--- src/rtl/regfile_pkg.sv ---
// Shared definitions for the register bank with pending scoreboard.
//   clog2          : ceiling log2 constant function used to size addresses/counters
//   DEFAULT_WIDTH  : default bits per register
//   DEFAULT_DEPTH  : default number of registers
//   ZERO_REG       : index of the hardwired-zero entry
package regfile_pkg;

  localparam int DEFAULT_WIDTH = 32;
  localparam int DEFAULT_DEPTH = 32;
  localparam int ZERO_REG      = 0;

  // Smallest n such that 2**n >= value (0 for value <= 1).
  function automatic int clog2(input int value);
    int result;
    int rem;
    result = 32'sd0;
    rem    = value - 32'sd1;
    while (rem > 32'sd0) begin
      result = result + 32'sd1;
      rem    = rem >> 1;
    end
    return result;
  endfunction

endpackage : regfile_pkg

--- src/rtl/reg_bank_sb_word.sv ---
// Single storage word of the register bank.
//   clk   : rising-edge clock
//   reset : synchronous active-high clear
//   en    : load d on the next edge
//   d     : data to load
//   q     : stored word
module reg_word
  import regfile_pkg::*;
#(
  parameter int WIDTH = DEFAULT_WIDTH
) (
  input  logic             clk,
  input  logic             reset,
  input  logic             en,
  input  logic [WIDTH-1:0] d,
  output logic [WIDTH-1:0] q
);

  logic [WIDTH-1:0] word_d;
  logic [WIDTH-1:0] word_q;

  // Load new data when enabled, otherwise hold.
  always_comb begin
    word_d = word_q;
    if (en) begin
      word_d = d;
    end else begin
      word_d = word_q;
    end
  end

  // Word storage with synchronous clear.
  always_ff @(posedge clk) begin
    if (reset) begin
      word_q <= '0;
    end else begin
      word_q <= word_d;
    end
  end

  assign q = word_q;

endmodule : reg_word

--- src/rtl/reg_bank_sb.sv ---
// Register bank with a per-entry pending scoreboard.
// Entry 0 is hardwired zero; addresses that are zero or >= DEPTH read as 0,
// never report busy, and are ignored by writeback and issue.
//   clk, reset             : clock and synchronous active-high reset
//   wr_en/wr_addr/wr_data  : writeback port; clears the entry's pending bit
//   rd_addr_a/rd_data_a    : combinational read port A (write-through bypass)
//   rd_addr_b/rd_data_b    : combinational read port B (write-through bypass)
//   busy_a/busy_b          : read entry still awaits its writeback
//   issue_en/issue_addr    : mark a destination pending
//   issue_ready            : destination has no outstanding writeback
//   pending_count          : registered number of pending entries
module reg_bank_sb
  import regfile_pkg::*;
#(
  parameter int WIDTH  = DEFAULT_WIDTH,
  parameter int DEPTH  = DEFAULT_DEPTH,
  parameter int ADDR_W = clog2(DEPTH),
  parameter int CNT_W  = clog2(DEPTH + 1)
) (
  input  logic              clk,
  input  logic              reset,
  input  logic              wr_en,
  input  logic [ADDR_W-1:0] wr_addr,
  input  logic [WIDTH-1:0]  wr_data,
  input  logic [ADDR_W-1:0] rd_addr_a,
  input  logic [ADDR_W-1:0] rd_addr_b,
  output logic [WIDTH-1:0]  rd_data_a,
  output logic [WIDTH-1:0]  rd_data_b,
  output logic              busy_a,
  output logic              busy_b,
  input  logic              issue_en,
  input  logic [ADDR_W-1:0] issue_addr,
  output logic              issue_ready,
  output logic [CNT_W-1:0]  pending_count
);

  localparam logic [ADDR_W:0]   DEPTH_EXT = (ADDR_W + 1)'(DEPTH);
  localparam logic [ADDR_W-1:0] ZERO_ADDR = ADDR_W'(ZERO_REG);

  // Nonzero and inside the populated range. The extra MSB keeps the
  // comparison meaningful when DEPTH is a power of two.
  function automatic logic addr_valid(input logic [ADDR_W-1:0] addr);
    return (addr != ZERO_ADDR) && ({1'b0, addr} < DEPTH_EXT);
  endfunction

  // Pending bit lookup that never indexes past DEPTH-1; invalid addresses
  // simply match no entry and report 0.
  function automatic logic pend_at(input logic [DEPTH-1:0]  vec,
                                   input logic [ADDR_W-1:0] addr);
    logic hit;
    hit = 1'b0;
    for (int i = 32'sd1; i < DEPTH; i++) begin
      hit = (addr == ADDR_W'(i)) ? vec[i] : hit;
    end
    return hit;
  endfunction

  logic [WIDTH-1:0] words_s [DEPTH];
  logic             wr_hit_s;
  logic             issue_ready_s;
  logic             issue_acc_s;
  logic [DEPTH-1:0] wr_sel_s;
  logic [DEPTH-1:0] issue_sel_s;
  logic             cnt_inc_s;
  logic             cnt_dec_s;
  logic [WIDTH-1:0] rd_data_a_s;
  logic [WIDTH-1:0] rd_data_b_s;
  logic [DEPTH-1:0] pending_d;
  logic [DEPTH-1:0] pending_q;
  logic [CNT_W-1:0] pending_count_d;
  logic [CNT_W-1:0] pending_count_q;

  assign words_s[0] = '0;
  assign wr_hit_s   = wr_en && addr_valid(wr_addr);

  // A writeback in the same cycle releases the destination, so a waiting
  // re-issue can go ahead without a bubble.
  assign issue_ready_s = !pend_at(pending_q, issue_addr) ||
                         (wr_en && (wr_addr == issue_addr));
  assign issue_acc_s   = issue_en && issue_ready_s;

  // One-hot decode of the writeback target and the accepted issue target.
  always_comb begin
    wr_sel_s    = '0;
    issue_sel_s = '0;
    for (int i = 32'sd1; i < DEPTH; i++) begin
      wr_sel_s[i]    = wr_hit_s && (wr_addr == ADDR_W'(i));
      issue_sel_s[i] = issue_acc_s && (issue_addr == ADDR_W'(i));
    end
  end

  for (genvar g = 1; g < DEPTH; g++) begin : g_word
    reg_word #(
      .WIDTH (WIDTH)
    ) u_word (
      .clk   (clk),
      .reset (reset),
      .en    (wr_sel_s[g]),
      .d     (wr_data),
      .q     (words_s[g])
    );
  end

  // Read muxes with write-through bypass of the writeback data.
  always_comb begin
    rd_data_a_s = '0;
    rd_data_b_s = '0;
    for (int i = 32'sd1; i < DEPTH; i++) begin
      rd_data_a_s = (rd_addr_a == ADDR_W'(i)) ?
                    (wr_sel_s[i] ? wr_data : words_s[i]) : rd_data_a_s;
      rd_data_b_s = (rd_addr_b == ADDR_W'(i)) ?
                    (wr_sel_s[i] ? wr_data : words_s[i]) : rd_data_b_s;
    end
  end

  assign rd_data_a = rd_data_a_s;
  assign rd_data_b = rd_data_b_s;

  // A same-cycle writeback satisfies the operand.
  assign busy_a = pend_at(pending_q, rd_addr_a) && !(wr_en && (wr_addr == rd_addr_a));
  assign busy_b = pend_at(pending_q, rd_addr_b) && !(wr_en && (wr_addr == rd_addr_b));

  assign issue_ready   = issue_ready_s;
  assign pending_count = pending_count_q;

  // Scoreboard next state: writeback clears, accepted issue sets, and the
  // set wins on a collision. The counter only moves on real bit flips.
  always_comb begin
    pending_d       = (pending_q & ~wr_sel_s) | issue_sel_s;
    pending_d[0]    = 1'b0;
    cnt_inc_s       = |(issue_sel_s & ~pending_q);
    cnt_dec_s       = |(wr_sel_s & pending_q & ~issue_sel_s);
    pending_count_d = pending_count_q + CNT_W'(cnt_inc_s) - CNT_W'(cnt_dec_s);
  end

  // Scoreboard and counter registers; reset overrides any same-cycle traffic.
  always_ff @(posedge clk) begin
    if (reset) begin
      pending_q       <= '0;
      pending_count_q <= '0;
    end else begin
      pending_q       <= pending_d;
      pending_count_q <= pending_count_d;
    end
  end

endmodule : reg_bank_sb
--- config.mk ---
export PLATFORM = sky130hd
export DESIGN_NAME = reg_bank_sb
export DESIGN_NICKNAME = d
export VERILOG_FILES = /design/src/rtl/regfile_pkg.sv /design/src/rtl/reg_bank_sb_word.sv /design/src/rtl/reg_bank_sb.sv
export SDC_FILE = /design/constraint.sdc
export NUM_CORES = 2
export LEC_CHECK = 0
export BUFFER_PORTS_ARGS = -buffer_cell sky130_fd_sc_hd__buf_4
export CORE_MARGIN = 1.5
export CORE_UTILIZATION = 49
export CTS_BUF_LIST = sky130_fd_sc_hd__clkbuf_16
export CTS_CLUSTER_SIZE = 16
export DETAILED_ROUTE_END_ITERATION = 8
export PLACE_DENSITY = 0.67
export SLEW_MARGIN = 5
export SYNTH_ARGS = -nofsm -noshare
export SYNTH_HDL_FRONTEND = slang
export SYNTH_SLANG_ARGS = --single-unit
--- constraint.sdc ---
create_clock -name clk -period 4.5 [get_ports clk]
set_clock_uncertainty 0.15 [all_clocks]
set_input_delay 0.9 -clock clk [delete_from_list [all_inputs] [get_ports clk]]
set_output_delay 0.9 -clock clk [all_outputs]
set_load 0.02 [all_outputs]
==> results of run 1 <==
## cells in the mapped netlist, drive strengths merged (22+ instances only)
| master | instances | area share |
|---|---|---|
| a211oi | 25 | 0.0035 |
| a21oi | 318 | 0.030 |
| a221oi | 57 | 0.0094 |
| a22oi | 73 | 0.010 |
| a31oi | 41 | 0.0048 |
| a32oi | 30 | 0.0049 |
| buf | 175 | 0.017 |
| clkbuf | 438 | 0.031 |
| dfxtp | 1029 | 0.39 |
| mux2 | 22 | 0.0046 |
| mux2i | 933 | 0.18 |
| nand2 | 354 | 0.026 |
| nand3 | 96 | 0.0090 |
| nor2 | 1338 | 0.095 |
| nor2b | 36 | 0.0042 |
| nor3 | 122 | 0.011 |
| nor4 | 67 | 0.0079 |
| o2111ai | 23 | 0.0038 |
| o211ai | 57 | 0.0080 |
| o21ai | 309 | 0.029 |
| o221ai | 66 | 0.011 |
| o22ai | 495 | 0.058 |
| or3 | 27 | 0.0032 |
| or4 | 22 | 0.0031 |
## through the flow
| stage | setup TNS, ns | instances | instance area (sq um) |
|---|---|---|---|
| 3_5_place_dp | -58.54 | 9743 | 72500 |
| 2_1_floorplan | 0 | 6501 | 53300 |
| 3_3_place_gp | -59.31 | 9742 | 72500 |
| 4_1_cts | -26.74 | 10100 | 81900 |
## cell families after synthesis
kind of cell    Yosys count
xor+xnor                 20
fa+ha+maj                 7
flops                  1029
compound gates         1670
simple gates           2182
mux                     958
buf+inv                 635
## routing by layer
layer,GRT usage,GRT overflow
met2,0.902,21
met1,0.782,3
met5,0.222,0
met3,0.548,3
met4,0.690,25
## repair_timing
item,4_1_cts
resized for setup,990
setup buffers,155
pin swaps,278
hold buffers,0
endpoints found under the setup margin,66
cloned,4
==> out/metrics.yaml, run 1 <==
ys_seq_area_frac: 0.386
synth_cell_types: 85
clk_path_buf_depth: 3
fp.dieW_um: 333
syn_inst: 6501
syn_avg_cell_area_sq_um: 8.20
status: "stopped before the end"
synth_compound_area_frac: 0.202
synth_xor_area_frac: 0.00329
grt-ovfl-total: 52
cts_num_sinks: 1029
yosysWarnings: 0
cts_max_level: 3
gp_congestion: 1.16
error: "[ERROR GRT-0232] Routing congestion too high. Check the congestion heatmap in the GUI."
muxShareOfSynthArea: 0.181
io_buffers: 128
haltStage: "global routing (5_1_grt)"
num_rows: 120
synthAdderAreaFrac: 0.00178
start_util: 0.496
grt_max_degree: 140
grt_usage: 0.737
synth_top_family_by_area: "compound AO/OA/AOI/OAI gates"
synth-seq-cells: 1029
post-place-ws_ns: -1.49
synthArstFlopShare: 0
cts_buffers: 113
worstEndpointGrtRepair: "rd_data_b[5]"
die_y_um: 333
dp_hpwl_mm: 263
yosys.area_share.simple: 0.176
cts_root_buffer: "clkbuf_16"
synth_edf_count: 0
worst-ep-kind: "output port"
syn-num-nets: 6564
synth-main-ff-cell: "dfxtp_1"
floorplan.io_pins: 129
synth_area_sq_um: 53300
==> run 2, diff against run 1 <==
--- a/config.mk
+++ b/config.mk
@@ -7,11 +7,9 @@
 export LEC_CHECK = 0
 export BUFFER_PORTS_ARGS = -buffer_cell sky130_fd_sc_hd__buf_4
 export CORE_MARGIN = 1.5
-export CORE_UTILIZATION = 49
-export CTS_BUF_LIST = sky130_fd_sc_hd__clkbuf_16
-export CTS_CLUSTER_SIZE = 16
+export CORE_UTILIZATION = 34
 export DETAILED_ROUTE_END_ITERATION = 8
-export PLACE_DENSITY = 0.67
+export PLACE_DENSITY_LB_ADDON = 0.15
 export SLEW_MARGIN = 5
 export SYNTH_ARGS = -nofsm -noshare
 export SYNTH_HDL_FRONTEND = slang
==> constraint.sdc (replaced) <==
create_clock -name clk -period 5.85 [get_ports clk]
set_clock_uncertainty 0.15 [all_clocks]
set_input_delay 1.17 -clock clk [delete_from_list [all_inputs] [get_ports clk]]
set_output_delay 1.17 -clock clk [all_outputs]
set_load 0.02 [all_outputs]
==> out/metrics.yaml, run 2 <==
ir_worst_vdd_mv: 0.329
grtUsageMet1: 0.578
drt-pass1-iter-count: 9
cts_root_buffer: "clkbuf_16"
synth_edf_count: 0  # unchanged
synth_area_sq_um: 53300  # unchanged
setup_slack_ns: -0.117
slew_violations: 0
wire_per_inst_um: 36.7
fp.dieW_um: 399  # +20%
period_share: 1.02
synth_common_cells: "nor2_1, dfxtp_1, mux2i_1, o22ai_1, clkbuf_1"
largest_reg_flops: 992
ys_seq_area_frac: 0.386  # unchanged
fmax_mhz: 168
syn_inst: 6501  # unchanged
multi_input_area_sq_um: 31300
startpoint_type: "input port"
power_uw: 18400
worst_slew_pin_slew_ns: 1.21
syn_avg_cell_area_sq_um: 8.20  # unchanged
num_rows: 145  # +21%
vias: 62700
timing.hold.ws_ns: 0.337
rsz0062_at_grt: "true"
design.core.area_sq_um: 156000
fin_cells: 9877
area_growth_syn_to_layout_pct: 37.5
crit_required_ns: 4.53
synth-main-ff-cell: "dfxtp_1"
io_buffers: 128  # unchanged
cts_max_level: 4  # +1
final_cell_mix: "buf_4, nor2_1, dfxtp_1"
nFillCells: 15700
layout_commonest_cell: "buf_4"
grt_max_degree: 133
grt-ovfl-total: 0
drive_gt1_frac: 0.272
die_area_sq_um: 159000
fin_nets: 7766
syn-num-nets: 6564  # unchanged
grt_usage: 0.441
finalHoldViolCount: 0
dp.cells: 9601  # -1.5%
die_y_um: 399  # +20%
gr-usage-met2: 0.632
cts_buffers: 134  # +19%
synthArstFlopShare: 0  # unchanged
max-slew-margin-rel: 0.190
floorplan.io_pins: 129  # unchanged
clk_pin_slew_ns: 0.06
hold_buffers: 0  # unchanged
rrSetupSlack_ns: 1.61
violations: "negative setup slack"
grt-busiest-layer: "met2"
period_needed_ns: 5.97
path_max_fanout: 6
clk_path_buf_depth: 3  # unchanged
hold_path_class: "reg2reg"
synth_cell_types: 85  # unchanged
ff_latch_area_sq_um: 20600
start_util: 0.342  # -0.154
setup_viol: 15
dr.first_iter.drc_count: 9130
gp_congestion: 1.05  # -9.1%
power_density_nw_per_um2: 252
critical_path_class: "in2out"
p_leak_uw: 0.0321
dp_hpwl_mm: 272  # +3.4%
cts_num_sinks: 1029  # unchanged
synth_top_area_frac: 0.386  # unchanged
synth-seq-cells: 1029  # unchanged
grt_pass1_wl_mm: 489
globalRouteMet3Util: 0.120
status: "complete, but fails checks"
worstSetupEndpointType: "output pin"
postRouteAntennaNets: 0
viasPerCell: 6.35
antenna_found_initial: 23
drv_cap: 0
synth.area.top_cells: "dfxtp_1, mux2i_1, nor2_1, o22ai_1, clkbuf_1"
wl_mm: 363
cts_tree: "built"
clk_latency_ns: 0.83
yosys.area.top_type: "dfxtp_1"
cp_data_arrival_time_ns: 4.65
route.detailed.drc: 0
yosysMostFrequentCell: "nor2_1"
final_util: 0.470
grt_pass1_vias: 58400
yosysWarnings: 0  # unchanged
run 2: cell counts after synthesis:
Identical to the previous run, type by type.
run 2: worst paths after layout:
check                               from                     end  depth (start not counted)
setup reg to reg            pending_q[8]        pending_count[4]                         18
setup / recovery              wr_addr[0]            rd_data_b[4]                         16
hold / removal    g_word[13].u_word.q[9]  g_word[13].u_word.q[9]                          2
hold reg to reg   g_word[13].u_word.q[9]  g_word[13].u_word.q[9]                          2
run 2: what timing repair did:
item / CTS / global route
pin swaps: 9 / 22
gates resized for setup: 116 / 146
setup buffers: 9 / 19
setup endpoints to repair: 63 / 48
run 2: worst max-delay path, stage by stage:
cell and delay [ns]:
buf_4 0.17, buf_4 0.15, and2_2 0.23, buf_4 0.19, nand2_4 0.11, buf_6 0.16
mux2i_4 0.26, o22ai_1 0.11, or4_4 0.53, nor4_4 0.65, buf_4 0.23, a221oi_1 0.06
o21ai_1 0.14, buf_4 0.19, nand3_4 0.11, buf_6 0.16
run 2: through the flow:
step	setup WS, ns	area (sq um)	setup TNS (ns)
after detailed placement	-1.24	67200	-19.14
after global routing	-0.0856	73300	-0.151
final	-0.117	73300	-0.568
after floorplan	0.834	53300	0
after global placement	-1.18	67200	-20.03
after CTS	-0.0686	72400	-0.0686
run 2: final cells by class:
cell class,count,area share
inverter,22,0.00113
clock inverter,40,0.00855
multi-input combinational,4837,0.427
clock buffer,203,0.0544
antenna,9,0.000307
tap,2058,0.0351
timing repair buffer,1679,0.193
sequential,1029,0.281
run 2: power breakdown:
part / switching, uW / internal [uW] / leakage (uW)
Sequential: 31.4 / 7070 / 0.00830
Clock: 3650 / 5220 / 0.00226
Combinational: 1680 / 787 / 0.0215
Total: 5360 / 13100 / 0.0321
run 2: logic make-up (layout without fill, tap and decap cells):
| kind of cell | count (synthesis) | after routing | share of synthesized area |
|---|---|---|---|
| buffers and inverters | 635 | 1944 | 0.0495 |
| and+or+nand+nor | 2182 | 2182 | 0.176 |
| xor gates and xnor gates | 20 | 20 | 0.00329 |
| adders and majority gates | 7 | 7 | 0.00178 |
| DFF | 1029 | 1029 | 0.386 |
| muxes | 958 | 958 | 0.181 |
| other | 0 | 9 | 0 |
| AOI/OAI and AO/OA | 1670 | 1670 | 0.202 |
run 2: layer usage:
layer  up-vias  routed length [um]
li1      26100                   -
met1     30900              144000
met2      4488              148000
met3      1158               41800
met4        26               28500
met5         -                 160
(Power assumes the default switching activity.)
